===== src/rtl/regfile_pkg.sv =====
// Shared types and default widths for the CPU register file, ALU and decoder.
package regfile_pkg;

  typedef enum logic {
    RF_IDLE  = 1'b0,
    RF_CLEAR = 1'b1
  } rf_state_t;

  localparam int RF_DATA_W = 4;
  localparam int RF_ADDR_W = 3;

endpackage


===== src/rtl/regfile_clear_seq.sv =====
// Clear sequencer: walks every register-file entry once, one per cycle, then
// pulses clear_done.
//
// state    | meaning
// RF_IDLE  | normal operation, writes accepted, waiting for clear_req
// RF_CLEAR | zeroing entry cnt_q this cycle, writes dropped
module regfile_clear_seq
  import regfile_pkg::*;
#(
  parameter int ADDR_W = RF_ADDR_W
) (
  input  logic              clk,
  input  logic              reset,
  input  logic              clear_req,
  output logic              clear_busy,
  output logic              clear_we,
  output logic [ADDR_W-1:0] clear_addr,
  output logic              clear_done
);

  localparam logic [ADDR_W-1:0] LAST_ADDR = '1;

  rf_state_t         state_q, state_d;
  logic [ADDR_W-1:0] cnt_q, cnt_d;
  logic              done_q, done_d;

  always_ff @(posedge clk or posedge reset) begin
    if (reset) begin
      state_q <= RF_IDLE;
      cnt_q   <= '0;
      done_q  <= 1'b0;
    end else begin
      state_q <= state_d;
      cnt_q   <= cnt_d;
      done_q  <= done_d;
    end
  end

  always_comb begin
    state_d = state_q;
    cnt_d   = cnt_q;
    done_d  = 1'b0;
    case (state_q)
      RF_IDLE: begin
        if (clear_req) begin
          state_d = RF_CLEAR;
          cnt_d   = '0;
        end
      end
      RF_CLEAR: begin
        cnt_d = cnt_q + 1'b1;
        // clear_req is deliberately not looked at here: no restart or extension
        if (cnt_q == LAST_ADDR) begin
          state_d = RF_IDLE;
          cnt_d   = '0;
          done_d  = 1'b1;
        end
      end
      default: begin
        state_d = RF_IDLE;
        cnt_d   = '0;
      end
    endcase
  end

  assign clear_busy = (state_q == RF_CLEAR);
  assign clear_we   = clear_busy;
  assign clear_addr = cnt_q;
  assign clear_done = done_q;

endmodule


===== src/rtl/multiport_register_file.sv =====
// Register file between decode and ALU: NUM_RD registered read ports, one
// write port, optional write-to-read bypass and hardwired-zero entry 0.
module multiport_register_file
  import regfile_pkg::*;
#(
  parameter int DATA_W   = RF_DATA_W,
  parameter int ADDR_W   = RF_ADDR_W,
  parameter int NUM_RD   = 2,
  parameter int ZERO_REG = 0,
  parameter int BYPASS   = 1
) (
  input  logic                     clk,
  input  logic                     reset,
  input  logic                     wr_en,
  input  logic [ADDR_W-1:0]        wr_addr,
  input  logic [DATA_W-1:0]        wr_data,
  output logic                     wr_ready,
  input  logic [NUM_RD*ADDR_W-1:0] rd_addr,
  output logic [NUM_RD*DATA_W-1:0] rd_data,
  input  logic                     clear_req,
  output logic                     clear_busy,
  output logic                     clear_done
);

  localparam int DEPTH = 2 ** ADDR_W;

  logic [DATA_W-1:0]        mem_q [DEPTH];
  logic [DATA_W-1:0]        mem_d [DEPTH];
  logic [NUM_RD*DATA_W-1:0] rd_q, rd_d;
  logic                     clear_we;
  logic [ADDR_W-1:0]        clear_addr;
  logic                     wr_acc;
  logic                     wr_commit;

  regfile_clear_seq #(.ADDR_W(ADDR_W)) u_clear_seq (
    .clk        (clk),
    .reset      (reset),
    .clear_req  (clear_req),
    .clear_busy (clear_busy),
    .clear_we   (clear_we),
    .clear_addr (clear_addr),
    .clear_done (clear_done)
  );

  assign wr_ready  = ~clear_busy;
  assign wr_acc    = wr_en & wr_ready;
  assign wr_commit = wr_acc & ~((ZERO_REG != 0) && (wr_addr == '0));

  always_comb begin
    mem_d = mem_q;
    if (clear_we) begin
      mem_d[clear_addr] = '0;
    end else if (wr_commit) begin
      mem_d[wr_addr] = wr_data;
    end
  end

  always_ff @(posedge clk or posedge reset) begin
    if (reset) begin
      for (int i = 0; i < DEPTH; i++) begin
        mem_q[i] <= '0;
      end
    end else begin
      mem_q <= mem_d;
    end
  end

  // While clearing, the file reads as empty even for entries not yet reached.
  always_comb begin : read_mux
    logic [ADDR_W-1:0] ra;
    logic [DATA_W-1:0] val;
    rd_d = '0;
    ra   = '0;
    val  = '0;
    if (!clear_busy) begin
      for (int i = 0; i < NUM_RD; i++) begin
        ra  = rd_addr[i*ADDR_W +: ADDR_W];
        val = mem_q[ra];
        if ((BYPASS != 0) && wr_acc && (wr_addr == ra)) begin
          val = wr_data;
        end
        if ((ZERO_REG != 0) && (ra == '0)) begin
          val = '0;
        end
        rd_d[i*DATA_W +: DATA_W] = val;
      end
    end
  end

  always_ff @(posedge clk or posedge reset) begin
    if (reset) begin
      rd_q <= '0;
    end else begin
      rd_q <= rd_d;
    end
  end

  assign rd_data = rd_q;

endmodule


===== config.mk =====
export PLATFORM = sky130hd
export DESIGN_NAME = multiport_register_file
export DESIGN_NICKNAME = d
export VERILOG_FILES = /design/src/rtl/regfile_pkg.sv /design/src/rtl/regfile_clear_seq.sv /design/src/rtl/multiport_register_file.sv
export SDC_FILE = /design/constraint.sdc
export NUM_CORES = 1
export LEC_CHECK = 0
export CORE_AREA = 3 3 88 106
export CTS_BUF_LIST = sky130_fd_sc_hd__clkbuf_4
export CTS_CLUSTER_DIAMETER = 150
export DETAILED_ROUTE_END_ITERATION = 8
export DIE_AREA = 0 0 91 109
export PLACE_DENSITY = 0.46
export SLEW_MARGIN = 20
export SYNTH_ARGS = -nofsm -noshare
export SYNTH_HDL_FRONTEND = slang
export SYNTH_SLANG_ARGS = --single-unit

===== constraint.sdc =====
create_clock -name clk -period 1.75 [get_ports clk]
set_input_delay 0.35 -clock clk [delete_from_list [all_inputs] [get_ports clk]]
set_output_delay 0.35 -clock clk [all_outputs]
set_load 0.03 [all_outputs]

==> results.ini, run 1 <==
[clocking]
hold_buffers = 0
cts.clk_slew.worst_paths_ns = 0.14
root_buffer = clkbuf_4
cts_buffer_depth = 2
clk_latency_ns = 0.36
cts_buffers = 5
cts_tree = built
htreeDepth = 2
clock-sinks = 45

[detailed_routing]
viasPerCell = 4.997
drt-total-wl_mm = 6.710
vias = 1979
drtAntennaViolNets = 0
drc = 0
drtIter0Drc = 97
post_drt_wl_per_cell_um = 16.94
dr.pass1.iters = 4

[floorplanning]
die_w_um = 91
ios = 28
start_util_pct = 30.06
fp.coreArea_sq_mm = 0.008288
die_y_um = 109
die_area_sq_mm = 0.009919
rows = 36

[critical_path]
cp.arrival_ns = 1.26
crit_chain = inv_1 -> dlygate4sd2_1
critPathLaunch = u_clear_seq.clear_busy
cp_top_family = buffers and inverters
rrSetupSlack_ns = 0.24
path_buf_inv = 2
worstPathRequired_ns = 1.40
rr_worst_depth = 5
worstSetupEndpoint = wr_ready
criticalPathCategory = reg2out
reg2reg_to = rd_data[7]
start_kind = flop
slowest_stage = dlygate4sd2_1
critical-path-max-stage-delay_ns = 0.42
reg2reg_from = u_clear_seq.clear_busy
cp_max_fo = 3
end_kind = output pin
cp.depth = 2

[synthesis]
synth-seq-cells = 45
async_reset_ff_share_pct = 100.0
synth_top_family_by_area = multiplexers
synth_top_area_share_pct = 45.20
synth_area_per_cell_sq_um = 10.69
yosysTopAreaCell = dfrtp_1
syn_nets = 252
synth_ff_type = dfrtp_1
synthMuxAreaShare_pct = 20.09
synth_area_sq_mm = 0.002491
synth_edf_count = 0
yosysSeqAreaShare_pct = 45.20
synth_common_cells = 45 x dfrtp_1, 40 x nand2_1, 34 x o21ai_0
synth_xor_xnor_area_share_pct = 2.109
synthAdderAreaFrac_pct = 1.005
synth_most_common_cell = dfrtp_1
synth_compound_gate_area_share_pct = 10.60
yosysUniqueCellTypes = 27
synthSimpleGateAreaFrac_pct = 16.12
synth_area_leaders = dfrtp_1 45%, mux4_1 17%, o21ai_0 6.8%
yosys_warnings = 0
syn_inst = 233

[grt]
grt_max_degree = 29
grt_pass1_vias = 1939
overflow = 0
grt_use_total_pct = 14.21
grt_pass1_wl_mm = 10.62
antenna_found_initial = 0

[placement]
io_buffers = 27
dp_hpwl_mm = 5.158
gp_congestion = 0.8330

[sta]
whs_ns = 0.2344
setup_viol = 0
hold_viol = 0
tightest_slew_ns = 0.4852
relSlewSlack_pct = 67.45
report.final.slew_viol_count = 0
rsz0062_at_grt = no
clock.fmax_mhz = 621.8
finClkSkew_ns = 0.01707
fin_crit_sh_pct = 91.90
min_period_ns = 1.608

[power]
finalPower_mw = 3.638
power_density_mw_per_mm2 = 1152
p_leak_nw = 1.543
ir_drop_mv = 0.6959

[cells_and_area]
drive_gt1_share_pct = 13.12
diodes = 0
syn_to_final_growth_pct = 26.82
nets = 300

[job]
drv_cap = 0

[status]
status = complete, no violations

[hold_path]
hold_path_class = in2async

## cells by family (layout without fill, tap and decap cells)
group | Yosys count | after routing
AND/OR/NAND/NOR | 83 | 83
XOR/XNOR | 6 | 6
AO/OA/AOI/OAI | 52 | 52
flip-flops | 45 | 45
multiplexers | 24 | 24
buffers and inverters | 21 | 70
adder cells (fa/ha/maj) | 2 | 2
## flip-flops by register name (all words and copies together), names as in the netlist
register,flops
mem_q,32
rd_data,8
u_clear_seq.clear_addr,3
u_clear_seq.clear_busy,1
u_clear_seq.clear_done,1
## how the worst min path moves through the flow
stage	to	slack [ns]
floorplan	u_clear_seq.clear_addr[1]	0.45
global placement	mem_q[13]	0.52
detailed placement	mem_q[14]	0.52
CTS	rd_data[3]	0.24
global route	rd_data[2]	0.26
finish	rd_data[2]	0.23
## area by class of cell
| class | instances | area [sq um] |
|---|---|---|
| Fill cell | 846 | 5129 |
| Multi-Input combinational cell | 167 | 1244 |
| Sequential cell | 45 | 1126 |
| Timing Repair Buffer | 54 | 538.0 |
| Tap cell | 114 | 142.6 |
| Clock buffer | 6 | 45.04 |
| Clock inverter | 2 | 33.78 |
| Inverter | 8 | 30.03 |
## worst reg2reg max path, stage by stage (launching register included)
cell and delay (ns):
dfrtp_1 0.41, buf_4 0.18, nor2b_1 0.24, nand4_1 0.28
buf_4 0.23, a21oi_1 0.12
## layout by cell type (no fill, tap or decap)
master           netlist  final
o21ai_1                9      9
buf_4                  1     24
ha_1                   2      2
xnor2_1                6      6
nor2_1                 4      4
mux4_1                16     16
o32ai_1                1      1
nand2b_1               2      2
nand3b_1               1      1
nand2_1               40     40
clkinv_1               0      2
o21ai_0               34     34
nor4_4                 1      1
clkbuf_4               0      6
bufinv_16              0      1
and2_1                 1      1
dfrtp_1               45     45
mux2i_1                8      8
clkdlybuf4s50_1        0     16
inv_1                  8      7
dlymetal6s2s_1         0      8
nand4_1                3      3
a21oi_1                8      8
nor3b_1                1      1
nor3_2                 1      1
buf_12                 0      4
nor2b_1                4      4
or3_1                  2      2
nand3_1               23     23
dlygate4sd2_1          0      2
## power by group
part           switching (mW)  leakage, nW  internal [mW]
sequential              0.310        0.607           1.37
clock                   0.345       0.0433          0.313
combinational           0.690        0.892          0.612
total                    1.34         1.54           2.29
## per-stage QoR
step	area (sq um)	TNS (ns)	util, %	setup slack, ns	std cells
after floorplan	2491	0	-	0.1995	233
after global placement	3063	-3.325	36.96	-0.2666	388
after detailed placement	3063	-3.122	36.96	-0.2660	388
after CTS	3139	0	37.88	0.001136	396
after global routing	3159	0	38.12	0.06120	396
final	3159	0	38.12	0.1418	396
## metal layers
layer / wire (um) / part of all wire (%) / vias to the layer above / global-route usage (%)
li1: - / - / 951 / -
met1: 2994 / 45 / 979 / 17.69
met2: 3414 / 51 / 41 / 25.14
met3: 209 / 3.1 / 8 / 2.484
met4: 91 / 1.4 / 0 / 4.526
met5: 0 / 0 / - / 0
## repair_timing
item / 4_1_cts / 5_1_grt
pin swaps: 0 / 0
hold endpoints to repair: 0 / 0
buffers inserted: 0 / 0
resized for setup: 2 / 8
setup endpoints to repair: 2 / 8
Power figures use the tool's default switching activity.
==> run 2, diff against run 1 <==
SKIP_LAST_GASP = 1   (was not set)
==> results of run 2 <==
No change in the layout: final DEF, timing and power equal those of run 1.
